`src/rtl/prog_loader.sv`:
```
// prog_loader: streams a length-prefixed program image from a byte source
// into instruction memory, then releases the core from reset.
// Stream: count N (2 bytes, big-endian), N words (4 bytes each, MSB first),
// then one checksum byte when PROG_LOADER_CHECKSUM_EN is defined.
// Optional feature macro: PROG_LOADER_CHECKSUM_EN (running XOR of count and data
// bytes, checked against a trailing byte before the load is declared done).
//
// state  | meaning
// -------+---------------------------------------------------------------
// LEN_HI | waiting for the high byte of the word count
// LEN_LO | waiting for the low byte; range-checks the count
// DATA   | assembling words, one imem write per 4 bytes
// CHECK  | waiting for the checksum byte (checksum build only)
// DONE   | image loaded, core released one cycle later (terminal)
// ERR    | bad count or checksum, core held in reset (terminal)

module prog_loader #(
    parameter logic [31:0] ADDR_BASE = 32'h0000_0000,
    parameter int          MAX_WORDS = 64
) (
    input  logic        clk,
    input  logic        reset,
    input  logic        byte_valid,
    input  logic [7:0]  byte_data,
    output logic        byte_ready,
    output logic        imem_we,
    output logic [31:0] imem_addr,
    output logic [31:0] imem_wdata,
    output logic        core_reset,
    output logic        done,
    output logic        err
);

    typedef enum logic [2:0] {
        LEN_HI = 3'd0,
        LEN_LO = 3'd1,
        DATA   = 3'd2,
        CHECK  = 3'd3,
        DONE   = 3'd4,
        ERR    = 3'd5
    } state_t;

    localparam logic [15:0] MAX_W = 16'(MAX_WORDS);

`ifdef PROG_LOADER_CHECKSUM_EN
    localparam state_t TAIL = CHECK;
`else
    localparam state_t TAIL = DONE;
`endif

    state_t      state, state_nxt;
    logic        xfer;
    logic [7:0]  len_hi;
    logic [15:0] len_full;
    logic [15:0] word_cnt;
    logic [15:0] word_idx;
    logic [1:0]  byte_cnt;
    logic [23:0] asm_q;
    logic        last_byte;
    logic        last_word;

`ifdef PROG_LOADER_CHECKSUM_EN
    logic [7:0]  csum;
`endif

    assign xfer      = byte_valid & byte_ready;
    assign len_full  = {len_hi, byte_data};
    assign last_byte = (byte_cnt == 2'd3);
    assign last_word = (word_idx == word_cnt - 16'd1);

    // State register
    always_ff @(posedge clk) begin
        if (!reset) state <= LEN_HI;
        else        state <= state_nxt;
    end

    // Next-state logic; a zero count skips straight to the tail state
    always_comb begin
        state_nxt = state;
        case (state)
            LEN_HI: if (xfer) state_nxt = LEN_LO;
            LEN_LO: begin
                if (xfer) begin
                    if (len_full == 16'd0)    state_nxt = TAIL;
                    else if (len_full > MAX_W) state_nxt = ERR;
                    else                       state_nxt = DATA;
                end
            end
            DATA: if (xfer && last_byte && last_word) state_nxt = TAIL;
`ifdef PROG_LOADER_CHECKSUM_EN
            CHECK: if (xfer) state_nxt = (byte_data == csum) ? DONE : ERR;
`endif
            default: state_nxt = state;
        endcase
    end

    // Moore outputs decoded from the current state
    always_comb begin
        byte_ready = 1'b0;
        done       = 1'b0;
        err        = 1'b0;
        case (state)
            LEN_HI, LEN_LO, DATA, CHECK: byte_ready = 1'b1;
            DONE:                        done       = 1'b1;
            ERR:                         err        = 1'b1;
            default:                     byte_ready = 1'b0;
        endcase
    end

    // Datapath: count capture, word assembly, write strobe, core reset release
    always_ff @(posedge clk) begin
        if (!reset) begin
            len_hi     <= 8'd0;
            word_cnt   <= 16'd0;
            word_idx   <= 16'd0;
            byte_cnt   <= 2'd0;
            asm_q      <= 24'd0;
            imem_we    <= 1'b0;
            imem_addr  <= 32'd0;
            imem_wdata <= 32'd0;
            core_reset <= 1'b1;
        end else begin
            imem_we    <= 1'b0;
            // registered so release trails done by one cycle and the final strobe
            core_reset <= (state != DONE);
            if (xfer) begin
                case (state)
                    LEN_HI: len_hi   <= byte_data;
                    LEN_LO: word_cnt <= len_full;
                    DATA: begin
                        byte_cnt <= byte_cnt + 2'd1;
                        asm_q    <= {asm_q[15:0], byte_data};
                        if (last_byte) begin
                            imem_we    <= 1'b1;
                            imem_addr  <= ADDR_BASE + {14'd0, word_idx, 2'b00};
                            imem_wdata <= {asm_q, byte_data};
                            word_idx   <= word_idx + 16'd1;
                        end
                    end
                    default: ;
                endcase
            end
        end
    end

`ifdef PROG_LOADER_CHECKSUM_EN
    // Running XOR over count and data bytes
    always_ff @(posedge clk) begin
        if (!reset) begin
            csum <= 8'd0;
        end else if (xfer && (state == LEN_HI || state == LEN_LO || state == DATA)) begin
            csum <= csum ^ byte_data;
        end
    end
`endif

endmodule
```
`config.mk`:
```
export PLATFORM = sky130hd
export DESIGN_NAME = prog_loader
export DESIGN_NICKNAME = d
export VERILOG_FILES = /design/src/rtl/prog_loader.sv
export SDC_FILE = /design/constraint.sdc
export NUM_CORES = 1
export LEC_CHECK = 0
export CAP_MARGIN = 20
export CORE_ASPECT_RATIO = 0.8
export CORE_MARGIN = 10
export CORE_UTILIZATION = 40
export CTS_BUF_LIST = sky130_fd_sc_hd__clkbuf_4
export DETAILED_ROUTE_END_ITERATION = 12
export GPL_ROUTABILITY_DRIVEN = 0
export SLEW_MARGIN = 10
export SYNTH_ARGS = -nofsm -noshare
export SYNTH_HDL_FRONTEND = slang
export SYNTH_SLANG_ARGS = --single-unit
export TNS_END_PERCENT = 10
```
`constraint.sdc`:
```
create_clock -name clk -period 2.5 [get_ports clk]
set_clock_uncertainty 0.2 [all_clocks]
set_input_delay 0.25 -clock clk [delete_from_list [all_inputs] [get_ports clk]]
set_output_delay 0.25 -clock clk [all_outputs]
set_load 0.005 [all_outputs]
```
[Word-level counts from Yosys, hierarchy flattened]
Index checks and enable logic that the tools add are counted.
Word-level totals
  flip-flop bits (word level): 119
  input port bits: 11
  output and inout port bits: 69
Cells by class
  add/sub/neg operators: 3
  order comparisons: 1
  eq/ne operators: 11
  mux-type cells: 10
  bitwise gates (word level): 1
  reduce and logical (&&, ||, !) cells: 12
Operators with widths (number)
  adder 16 x 1 -> 16 bit (second input constant): 1
  == test 16 bit: 1
  greater-than comparator 16 x 7 -> 1 bit (second input constant): 1
  zero test 16 bit: 1
  subtractor 16 x 1 -> 16 bit (second input constant): 1
  two-way mux 3 bit: 5
  one-hot mux 3 bit (3 select lines): 1
  == test 3 x 2 -> 1 bit (second input constant): 2
  == test 3 bit (second input constant): 2
  inequality test 2 bit (second input constant): 3
  AND reduction 2 bit: 3
  AND reduction 3 bit: 2
  two-way mux 1 bit: 4
  AND reduction 4 bit: 1
  OR reduction 4 bit: 1
  == test 3 x 1 -> 1 bit (second input constant): 1
  zero test 3 bit: 1
  inequality test 3 bit (second input constant): 1
  nonzero test 3 bit: 1
  adder 2 x 1 -> 2 bit (second input constant): 1
  == test 2 bit (second input constant): 1
  logical AND 1 bit: 2
  AND 1 bit: 1

[Longest topological paths before layout]
  word-level depth: 8
  gate-level depth with buffers: 10

[Worst setup path after synthesis]
OpenSTA, ideal clock, no wires.
  kind: flip-flop to flip-flop
  from: reg word_cnt[0]
  to: reg state[1]
  library setup time: 0.117 ns
  data arrival time: 2.158 ns
  required time: 2.183 ns
  path slack: 0.024 ns
  stages on the path, launching flop included: 10
  path buffers: 1
  period minus slack after synthesis: 2.476 ns
  path through: dfxtp_1 inv_1 ha_1 buf_2 or4b_4 or2_0 a311o_1 a22oi_1 nand4_1 a32o_2
Between the ends
  word-level cells in the longest chain between the ends: 5
RTL lines
  start: declaration: RTL line 55  | logic [15:0] word_cnt;
  start signal: assignment: RTL line 129  | LEN_LO: word_cnt <= len_full;
  subtractor 16 x 1 -> 16 bit: RTL line 69  | assign last_word = (word_idx == word_cnt - 16'd1);
  == test 16 bit: RTL line 69
  logical AND 1 bit: RTL line 89  | DATA: if (xfer && last_byte && last_word) state_nxt = TAIL;
  inequality test 2 bit (no line)
  AND reduction 4 bit (no line)
  end signal: assignment: RTL line 74  | else state <= state_nxt;
  end: declaration: RTL line 51  | state_t state, state_nxt;
No other way between the ends.
A chain may end at the register's enable or synchronous reset.

[Worst setup path after layout]
  from: reg word_cnt[1]
  to: reg state[1]
The elaborated chain is that of the path after synthesis.

==> results by group <==
Status
  – Status: finished, final reports clean

Global route
  – Met3 Use GR: 5.437%
  – Met2 Use GR: 19.72%
  – Met1 Usage GRT: 19.73%
  – Initial antenna violation count: 0
  – Number of global-route vias before repair: 4185
  – Largest net degree at the start of global routing: 70
  – GRT busiest layer: met1
  – GRT overflow: 0
  – All-Layer GR Usage: 14.13%
  – Global-route wire length before repair: 21190 um

Worst setup path
  – Critical path class: reg2reg
  – Critical path arrival: 2690 ps
  – CP required: 2710 ps
  – Startpoint types: flop
  – Crit-path cells: inv_1, ha_1, or4b_4, or2_0, a311o_1, a22oi_2, nand4_1, a32o_2
  – CP peak stage delay: 500 ps
  – Worst r2r path cells: 8
  – Worst reg-to-reg setup slack: 20 ps
  – Crit. End Element: flop
  – Reg2reg end: state[1]
  – Critical Path Slowest Stage Cell: or4b_4
  – CP Max Fanout: 4
  – Critical R2R Launch: word_cnt[1]

Die
  – CORE AREA: 13010 um^2
  – Num ports: 80
  – Initial core utilization: 41.30%
  – Die Wd: 149.6 um
  – Rows: 37
  – Die area: 18500 um^2
  – Chip height: 123.7 um

Timing
  – Unrepaired setup endpoints after global routing: true
  – Fmax achieved: 403.9 MHz
  – Fin. Hold Viols: 0
  – Final setup vio count: 0
  – Tmin final: 2476 ps
  – Worst slew margin relative to its limit: 60.65%
  – Fin crit share: 99.02%
  – Final count of pins violating max slew: 0
  – Worst-margin pin slew: 590.2 ps

CTS
  – Clk slew on worst S/H paths: 110 ps
  – Clock Latency Late Sink: 510 ps
  – # clock sinks: 119
  – CTS tree: yes
  – CTS Buf Count: 17
  – Post-CTS Setup Repair Bufs: 0
  – Max clock buf depth: 2
  – Clock H-tree levels: 4
  – Clock root buffer: clkbuf_4

Routing
  – WL final: 13050 um
  – DR vias: 4348
  – Via density: 4.810
  – Final ANT Viol Nets: 0
  – WL per Instance: 14.44 um
  – Starting DRT DRC Count: 217
  – 1st-pass router iterations: 4
  – DRC violations left: 0

Layout
  – Final instance area: 6417 um^2
  – Layout cells sized above 1: 8.779%
  – Synth-to-Final Area Change: 19.45%
  – Nets: 731
  – Number of diodes: 0
  – Fillers: 1287
  – Fin util: 49.33%

Logic synthesis
  – Seq/Total Area, Yosys: 44.34%
  – Area leader, netlist: dfxtp_1
  – Mean Syn Cell Area: 8.253 um^2
  – Yosys warning count: 0
  – Syn Inst Count: 651
  – Cell area after synthesis: 5373 um^2
  – Synth area leaders: dfxtp_1, nand2_1, a21boi_0
  – Synth Register Bits: 119
  – Yosys top cell area share: 44.34%
  – Unique masters post-synth: 46

Place
  – IO buf count: 63
  – Placement Cell Area: 6193 um^2
  – Post-DP HPWL: 9445 um

Run
  – Max-cap violations: 0

Pwr
  – Worst vdd ir: 0.0002846 V
  – Leakage: 2.226 nW
  – Total power: 0.003382 W
  – Cell Pwr Density: 527.1 nW/um^2

Worst hold path
  – Worst hold path type: reg2reg
  – Hold Startpoint: imem_addr[13]
  – Hold EP: imem_addr[13]
  – Worst Hold Depth: 2
-- how the worst max path moves through the flow --
stage                 from        to  slack, ps  cells past startpoint
6_report       word_cnt[1]  state[1]         20                      8
5_1_grt        word_cnt[0]  state[0]       -130                      9
4_1_cts        word_cnt[1]  state[1]          4                      8
3_5_place_dp   word_cnt[1]  state[1]        -10                      8
3_3_place_gp    byte_valid  state[1]         80                      7
2_1_floorplan  word_cnt[0]  state[1]         20                      9
-- state kept, by name (all words and copies together), names as in the netlist --
name / flops
imem_we: 1
state: 3
imem_wdata: 32
byte_cnt: 2
word_cnt: 16
core_reset: 1
imem_addr: 16
word_idx: 16
asm_q: 24
len_hi: 8
-- layout by cell type (no fill, tap or decap), types with 2 or more instances in the layout --
cell type	netlist	final
nand2_1	209	209
mux2i_1	3	3
nand4bb_1	2	2
clkinv_1	0	5
inv_1	7	7
nor4_1	4	4
o21ai_0	5	5
nor2_1	15	14
nand3_1	9	9
dfxtp_1	119	118
xnor2_1	18	18
nand4_1	7	7
a21oi_1	6	6
clkinvlp_4	0	3
ha_1	3	3
buf_4	16	24
and2_1	20	20
xor2_1	15	15
nor3b_1	3	3
o2111ai_1	5	5
and3_1	4	4
and4_1	2	2
clkdlybuf4s50_1	0	62
nand2b_1	5	5
a211oi_1	3	3
nor3_1	7	7
clkinv_2	0	5
a311o_1	2	2
nand3b_1	2	2
clkbuf_4	0	18
conb_1	1	16
a21boi_0	100	100
-- worst max-delay path, delay by kind of cell, from the launching register on --
kind                     cells  cell delay, ps
adder cells (fa/ha/maj)      1             150
flip-flops                   1             340
AND/OR/NAND/NOR              3             910
buffers and inverters        1              60
AO/OA/AOI/OAI                3             730
-- metrics by stage --
stage | setup slack [ps] | hold slack [ps] | setup TNS (ps) | cells
6_report | 24.40 | 266.2 | 0 | 904
5_1_grt | -128.9 | 239.8 | -235.4 | 904
4_1_cts | 4.056 | 227.0 | 0 | 904
3_5_place_dp | -9.835 | 256.1 | -9.835 | 872
3_3_place_gp | 81.82 | 248.6 | 0 | 872
2_1_floorplan | 24.50 | 194.9 | 0 | 666
-- report_power, final --
| group | switching [W] | internal [W] | total, W |
|---|---|---|---|
| clock network | 0.000706 | 0.000371 | 0.00108 |
| logic | 0.000195 | 0.000163 | 0.000358 |
| registers | 0.0000279 | 0.00192 | 0.00195 |
| total | 0.000930 | 0.00245 | 0.00338 |
-- layout make-up --
type	instances	area [um^2]	share of cell area, %
multi-input cells	483	2751	42.87
inverters	7	26.28	0.4094
well taps	175	219.0	3.412
flip-flops and latches	119	2384	37.14
clock inverters	13	66.31	1.033
repair buffers	89	835.8	13.02
clock buffers	18	135.1	2.106
-- cells in the mapped netlist, drive strengths merged --
cell type  instances
conb               1
o2111ai            5
nand4              7
xnor2             18
o211ai             2
a2111oi            1
o21ai              5
a32o               1
nor3b              3
clkbuf            35
or3b               1
nand2            209
and2              20
dfxtp            119
a21boi           100
or4                2
inv                7
or2                1
a211oi             3
and3               4
xor2              15
nand4bb            2
and4               2
nand3              9
nand2b             5
nor3               9
nand3b             2
nor4               4
ha                 3
a311o              2
a31oi              1
or4b               1
a22oi              2
or3                1
mux2i              3
buf               22
nor2b              1
a211o              1
a21oi              6
nor2              16
-- cell families (layout without fill, tap and decap cells) --
logic type / after synthesis / count (layout) / synth area share [%]
and+or+nand+nor: 299 / 299 / 24.85
other: 1 / 16 / 0.06980
AOI/OAI and AO/OA: 129 / 129 / 18.26
xor gates and xnor gates: 33 / 33 / 5.380
adders and majority gates: 3 / 3 / 0.6987
buffers and inverters: 64 / 127 / 5.846
muxes: 3 / 3 / 0.5589
DFF: 119 / 119 / 44.34
-- routing by layer --
layer	vias to the layer above	part of all wire (%)
li1	2269	-
met1	1967	51
met2	104	40
met3	8	8.1
met4	0	0.70
met5	-	0
-- timing repair --
action,CTS,global route
endpoints found under the hold margin,11,0
setup endpoints to repair,0,4
gates resized for setup,0,3
hold buffers,1,0
Note: power is estimated with default switching activity, not from simulation.
